## src/rtl/iq_uart_framer.sv

```systemverilog
// iq_uart_framer: pairs dispatcher bytes into 16-bit records {b0,b1}, buffers
// them in a small FIFO and sends each record as an 8N1 UART frame:
// SYNC_BYTE, b0, b1.
// Optional build macro IQ_UART_FRAMER_CHECKSUM_EN appends a fourth byte,
// b0 ^ b1, to every frame.
module iq_uart_framer #(
  parameter int unsigned CLK_DIV   = 104,
  parameter int unsigned FIFO_AW   = 4,
  parameter logic [7:0]  SYNC_BYTE = 8'hA5
) (
  input  logic               clk,
  input  logic               rst,
  input  logic [7:0]         value,
  input  logic               rdy,
  output logic               tx,
  output logic               busy,
  output logic               overflow,
  output logic [FIFO_AW:0]   level
);

  localparam int unsigned     DEPTH     = 1 << FIFO_AW;
  localparam logic [FIFO_AW:0] DEPTH_L  = {1'b1, {FIFO_AW{1'b0}}};
  localparam logic [15:0]     BAUD_LAST = 16'(CLK_DIV - 1);

`ifdef IQ_UART_FRAMER_CHECKSUM_EN
  typedef enum logic [2:0] {S_IDLE, S_SYNC, S_BYTE0, S_BYTE1, S_CSUM} state_t;
`else
  typedef enum logic [2:0] {S_IDLE, S_SYNC, S_BYTE0, S_BYTE1} state_t;
`endif

  // Pairing stage
  logic               phase_q;
  logic [7:0]         b0_q;
  logic [15:0]        pair_q;
  logic               push_q;

  // FIFO
  logic [15:0]        mem [DEPTH];
  logic [FIFO_AW-1:0] wr_ptr_q;
  logic [FIFO_AW-1:0] rd_ptr_q;
  logic [FIFO_AW:0]   level_q;
  logic               overflow_q;
  logic               full;
  logic               push_ok;
  logic               pop;
  logic [15:0]        rec_q;

  // Transmitter
  state_t             state_q, state_d;
  logic [15:0]        baud_q, baud_d;
  logic [3:0]         bit_q, bit_d;
  logic [9:0]         frame_q, frame_d;
  logic               busy_q, busy_d;
  logic               last_byte;

  // A full FIFO still accepts a push when the transmitter pops in the same cycle.
  assign full    = (level_q == DEPTH_L);
  assign push_ok = push_q && (!full || pop);

  // Collect two bytes into a record; the record is pushed on the following edge.
  always_ff @(posedge clk or posedge rst) begin
    if (rst) begin
      phase_q <= 1'b0;
      b0_q    <= 8'h00;
      pair_q  <= 16'h0000;
      push_q  <= 1'b0;
    end else begin
      push_q <= 1'b0;
      if (rdy) begin
        if (!phase_q) begin
          b0_q    <= value;
          phase_q <= 1'b1;
        end else begin
          pair_q  <= {b0_q, value};
          push_q  <= 1'b1;
          phase_q <= 1'b0;
        end
      end
    end
  end

  // RAM write port; left unreset so it maps onto memory primitives.
  always_ff @(posedge clk) begin
    if (push_ok) mem[wr_ptr_q] <= pair_q;
  end

  // Registered read port: the popped record lands in rec_q. When full with a
  // simultaneous push the read sees the old contents, which is the record we want.
  always_ff @(posedge clk) begin
    if (pop) rec_q <= mem[rd_ptr_q];
  end

  // FIFO pointers, occupancy and the sticky lost-record flag.
  always_ff @(posedge clk or posedge rst) begin
    if (rst) begin
      wr_ptr_q   <= '0;
      rd_ptr_q   <= '0;
      level_q    <= '0;
      overflow_q <= 1'b0;
    end else begin
      if (push_ok) wr_ptr_q <= wr_ptr_q + 1'b1;
      if (pop)     rd_ptr_q <= rd_ptr_q + 1'b1;
      if (push_ok && !pop)      level_q <= level_q + 1'b1;
      else if (!push_ok && pop) level_q <= level_q - 1'b1;
      if (push_q && !push_ok)   overflow_q <= 1'b1;
    end
  end

  // Transmitter state register; frame_q[0] drives tx directly so it never glitches.
  always_ff @(posedge clk or posedge rst) begin
    if (rst) begin
      state_q <= S_IDLE;
      baud_q  <= 16'h0000;
      bit_q   <= 4'd0;
      frame_q <= '1;
      busy_q  <= 1'b0;
    end else begin
      state_q <= state_d;
      baud_q  <= baud_d;
      bit_q   <= bit_d;
      frame_q <= frame_d;
      busy_q  <= busy_d;
    end
  end

  // Next-state logic: bit timing, byte sequencing and back-to-back frame chaining.
  always_comb begin
    state_d   = state_q;
    baud_d    = baud_q;
    bit_d     = bit_q;
    frame_d   = frame_q;
    busy_d    = busy_q;
    pop       = 1'b0;
    last_byte = 1'b0;

    if (state_q == S_IDLE) begin
      if (level_q != '0) begin
        pop     = 1'b1;
        frame_d = {1'b1, SYNC_BYTE, 1'b0};
        baud_d  = 16'h0000;
        bit_d   = 4'd0;
        state_d = S_SYNC;
        busy_d  = 1'b1;
      end
    end else if (baud_q != BAUD_LAST) begin
      baud_d = baud_q + 16'd1;
    end else begin
      baud_d = 16'h0000;
      if (bit_q != 4'd9) begin
        bit_d   = bit_q + 4'd1;
        frame_d = {1'b1, frame_q[9:1]};
      end else begin
        bit_d = 4'd0;
        case (state_q)
          S_SYNC: begin
            frame_d = {1'b1, rec_q[15:8], 1'b0};
            state_d = S_BYTE0;
          end
          S_BYTE0: begin
            frame_d = {1'b1, rec_q[7:0], 1'b0};
            state_d = S_BYTE1;
          end
`ifdef IQ_UART_FRAMER_CHECKSUM_EN
          S_BYTE1: begin
            frame_d = {1'b1, rec_q[15:8] ^ rec_q[7:0], 1'b0};
            state_d = S_CSUM;
          end
          S_CSUM: last_byte = 1'b1;
`else
          S_BYTE1: last_byte = 1'b1;
`endif
          default: state_d = S_IDLE;
        endcase
        // End of the final stop bit: chain straight into the next frame if one waits.
        if (last_byte) begin
          if (level_q != '0) begin
            pop     = 1'b1;
            frame_d = {1'b1, SYNC_BYTE, 1'b0};
            state_d = S_SYNC;
          end else begin
            frame_d = '1;
            state_d = S_IDLE;
            busy_d  = 1'b0;
          end
        end
      end
    end
  end

  assign tx       = frame_q[0];
  assign busy     = busy_q;
  assign overflow = overflow_q;
  assign level    = level_q;

endmodule

```

## config.mk

```make
export PLATFORM = sky130hd
export DESIGN_NAME = iq_uart_framer
export DESIGN_NICKNAME = d
export VERILOG_FILES = /design/src/rtl/iq_uart_framer.sv
export SDC_FILE = /design/constraint.sdc
export NUM_CORES = 1
export LEC_CHECK = 0
export CAP_MARGIN = 5
export CORE_MARGIN = 4
export CORE_UTILIZATION = 60
export CTS_BUF_LIST = sky130_fd_sc_hd__clkbuf_2
export CTS_CLUSTER_DIAMETER = 80
export DETAILED_ROUTE_END_ITERATION = 10
export GPL_TIMING_DRIVEN = 1
export HOLD_SLACK_MARGIN = 0.1
export PLACE_DENSITY = 0.79
export REMOVE_ABC_BUFFERS = 1
export SLEW_MARGIN = 20
export SYNTH_ARGS = -nofsm -noshare
export SYNTH_HDL_FRONTEND = slang
export SYNTH_SLANG_ARGS = --single-unit
```

## constraint.sdc

```tcl
create_clock -name clk -period 3.9 [get_ports clk]
set_input_delay 0.585 -clock clk [delete_from_list [all_inputs] [get_ports clk]]
set_output_delay 0.585 -clock clk [all_outputs]
set_load 0.01 [all_outputs]
```

==> flow_summary.toml, run 1 <==
[outcome]
status = "finished, final reports clean"

[timing]
total_count_of_hold_check_failures_in_the_final_report = 0
max_slew.worst_pin.slew_ns = 1.034
post-route-period-util_pct = 85.29
worst_slack_ns = 0.5735
drv_slew = 0
max_freq_mhz = 300.6
totalNegativeSetupSlack_ns = 0
setup_viol = 0
worst_slew_margin_rel_pct = 31.08
fin_skew_ns = 0.05174
rsz_0062_raised_after_global_routing = "no"
fin_hold_ws_ns = 0.2112
min_period_ns = 3.326

[drt]
routed-via-count = 7154
drt-initial-drc-count = 631
pre_antenna_drt_iters = 5
wl_per_cell_um = 23.61
drcViolationCount = 0
wl_mm = 27.89
drtAntennaViolNets = 0
post_drt_via_cell_ratio = 6.058

[setup_path]
timing.critical_path.buf_inv = 2
critPathKind = "register to register"
critical_path.cell_chain = "ha_1, nor3b_1, nand4_4, o2111ai_4, nand2_4, inv_1, ha_1, inv_1, fa_1, a21o_1, a21oi_1, xnor2_1, nor2_1, xnor2_1"
worst_setup_path_start_kind = "register"
worstSetupEndpointType = "register"
crit_required_ns = 4.62
critPathArrivalTime_ns = 4.04
timing.critical_path.slowest_stage_cell = "sky130_fd_sc_hd__dfrtp_1"
critPathMaxFanout = 7
top_cell_family_by_delay_on_the_critical_path = "adder cells"
cpPeakStageDelay_ns = 0.42

[yosys]
synth_edf_count = 272
synth_seq_area_share_pct = 72.09
async_flop_share_pct = 20.93
syn_inst = 727
synthesis.area_um2 = 13850
synth.top_cell.area_share_pct = 58.99
ys.warnings.count = 0
synthTopCellsByArea = "sky130_fd_sc_hd__edfxtp_1, sky130_fd_sc_hd__mux4_2, sky130_fd_sc_hd__dfrtp_1"
postSynth.topFlopCell = "sky130_fd_sc_hd__edfxtp_1"
yosysUniqueCellTypes = 54
post_synth_most_frequent_cells = "sky130_fd_sc_hd__edfxtp_1, sky130_fd_sc_hd__mux4_2, sky130_fd_sc_hd__dfrtp_1, sky130_fd_sc_hd__nand2_1, sky130_fd_sc_hd__mux2_2"
synthesis.area_per_instance_um2 = 19.05
synth.ff_latch_count = 344
synth_top_cell_by_area = "sky130_fd_sc_hd__edfxtp_1"
yosysMostFrequentCell = "sky130_fd_sc_hd__edfxtp_1"

[pwr]
leakage_nw = 5.386
netSwitchingPower_mw = 3.639
power.sequential.fraction_pct = 53.0
pwr_density_cell_nw_per_um2 = 743.8
power.internal_mw = 7.743
switching_share_pct = 31.97
power.combinational.fraction_pct = 25.1
design_power_total_mw = 11.38
p_clk_share_pct = 21.8
power.ir.vdd_worst_mv = 0.4218

[placement]
routabilityCongestion = 0.8341
placement.io_buffers = 18
hpwl_mm = 16.04
detailedPlace.worstSlack_ns = 0.5925
post_place_instance_area_um2 = 14450

[die]
core_area_um2 = 22640
die-width_um = 159.9
initial_utilization_pct = 61.16
die_ar_um2 = 25570
ioPinCount = 19
fp.dieH_um = 159.9
number_of_rows_created_at_floorplan = 55

[clock_network]
cts-hold-fix-buffers = 0
clk_transition_reported_paths_ns = 0.10
tritoncts = "built"
postCtsSetupBuffers = 0
clock_path_buffers = 3
cts.sinks = 344
count_of_cells_resized_by_post_cts_repair = 0
cts-root-buf = "sky130_fd_sc_hd__clkbuf_2"
htreeDepth = 3
cts_made_buffers = 85
clk-insertion-delay-late_ns = 0.83

[global_route]
grt_pass1_vias = 7630
grt_antenna_before_repair = 1
grt_start_max_net_pins = 68
first_pass_grt_wire_length_mm = 44.01
grt_usage_pct = 22.61
total_congestion_overflow_after_global_routing = 0

[finish]
layout-drive-gt1-share_pct = 34.08
syn2layout_area_growth_pct = 10.51
nets = 852
fillers = 1437
area.sequential_um2 = 9988
multiInputGateArea_um2 = 3666
post-route-cell-area_um2 = 15300

[hold_path]
min-delay-path-class = "input pin to async pin"

[job]
max_cap_violations = 0
==> cell type report <==
cell class,instances,share of cell area (%)
antenna,1,0.01635
clock buffer,132,4.318
clock inverter,26,1.235
inverter,18,0.4416
multi-input combinational,335,23.96
sequential,344,65.28
tap,285,2.331
timing repair buffer,40,2.420
==> cell families (layout without fill, tap and decap cells) <==
logic type	after synthesis	in the layout	share of synthesized area, %
multiplexers	114	114	15.83
flip-flops	344	344	72.09
adder cells (fa/ha/maj)	17	17	1.590
other	0	1	0
AO/OA/AOI/OAI	70	70	3.335
XOR/XNOR	16	16	1.012
buffers and inverters	48	216	1.545
AND/OR/NAND/NOR	118	118	4.600
==> worst register-to-register path, cell delays in order (launching register included) <==
cell                        delay [ns]
sky130_fd_sc_hd__dfrtp_1          0.42
sky130_fd_sc_hd__ha_1             0.23
sky130_fd_sc_hd__nor3b_1          0.41
sky130_fd_sc_hd__nand4_4          0.22
sky130_fd_sc_hd__o2111ai_4        0.38
sky130_fd_sc_hd__nand2_4          0.10
sky130_fd_sc_hd__inv_1            0.07
sky130_fd_sc_hd__ha_1             0.18
sky130_fd_sc_hd__inv_1            0.11
sky130_fd_sc_hd__fa_1             0.42
sky130_fd_sc_hd__a21o_1           0.17
sky130_fd_sc_hd__a21oi_1          0.17
sky130_fd_sc_hd__xnor2_1          0.14
sky130_fd_sc_hd__nor2_1           0.07
sky130_fd_sc_hd__xnor2_1          0.12
==> routing by layer <==
metal | track usage (%) | part of all wire (%)
met2 | 38.78 | 53
met3 | 4.568 | 7.2
met4 | 6.648 | 1.6
met1 | 29.93 | 38
met5 | 0 | 0
==> through the flow <==
step	util, %	instances
global placement	63.82	1022
detailed placement	63.82	1022
global route	67.58	1181
finish	67.58	1181
floorplan	-	697
CTS	67.57	1180
==> registers in the layout, summed over array words and instances, names as in the netlist <==
register / flops
phase_q: 1
rec_q: 16
b0_q: 8
push_q: 1
wr_ptr_q: 4
baud_q: 16
level: 5
frame_q: 9
overflow: 1
busy: 1
mem: 256
bit_q: 4
state_q: 2
rd_ptr_q: 4
pair_q: 16
==> worst paths after layout <==
| check | slack [ns] | start | cells after the start | to |
|---|---|---|---|---|
| setup / recovery | 0.57 | baud_q[0] | 14 | level[4] |
| hold / removal | 0.21 | rst | 2 | wr_ptr_q[3] |
| setup reg to reg | 0.57 | baud_q[0] | 14 | level[4] |
| hold reg to reg | 0.48 | frame_q[6] | 2 | frame_q[6] |
| max in group asynchronous | 2.91 | rst | 3 | frame_q[8] |
| min in group clk | 0.40 | value[2] | 2 | b0_q[2] |
==> power by group through the flow <==
stage / registers [mW] / logic (mW) / clock network [mW]
after floorplan: 5.84 / 2.10 / 0
after global placement: 6.01 / 2.76 / 0
final: 6.04 / 2.86 / 2.49
after detailed placement: 6.11 / 2.87 / 0
after CTS: 6.03 / 2.89 / 2.55
after global routing: 6.17 / 3.10 / 2.80
==> layout by cell type, fill, tap and decap left out, types with 4 or more instances in the layout <==
cell type	n
sky130_fd_sc_hd__clkdlybuf4s50_1	18
sky130_fd_sc_hd__nor3_1	5
sky130_fd_sc_hd__mux4_2	80
sky130_fd_sc_hd__nand2_1	37
sky130_fd_sc_hd__clkinv_1	16
sky130_fd_sc_hd__a31oi_1	4
sky130_fd_sc_hd__xnor2_1	11
sky130_fd_sc_hd__dfstp_2	9
sky130_fd_sc_hd__nand3_1	18
sky130_fd_sc_hd__inv_1	17
sky130_fd_sc_hd__clkbuf_2	132
sky130_fd_sc_hd__mux2_2	32
sky130_fd_sc_hd__dfrtp_1	61
sky130_fd_sc_hd__a211oi_1	6
sky130_fd_sc_hd__a22o_1	4
sky130_fd_sc_hd__ha_1	16
sky130_fd_sc_hd__nor3_2	4
sky130_fd_sc_hd__xor2_1	5
sky130_fd_sc_hd__buf_4	20
sky130_fd_sc_hd__nor2_1	25
sky130_fd_sc_hd__o21ai_0	31
sky130_fd_sc_hd__and2_1	4
sky130_fd_sc_hd__a21oi_1	7
sky130_fd_sc_hd__edfxtp_1	272
(Power assumes the default switching activity.)
==> run 2: changes to the inputs <==
Settings changed: ABC_CLOCK_PERIOD_IN_PS set to 3900.
==> results of run 2 <==
Same layout as run 1: the final DEF is identical, and so are final timing and power.
==> run 3: changes to the inputs <==
Settings changed: SLEW_MARGIN 20 to not set.
==> results of run 3 <==
Same layout as run 1: the final DEF is identical, and so are final timing and power.
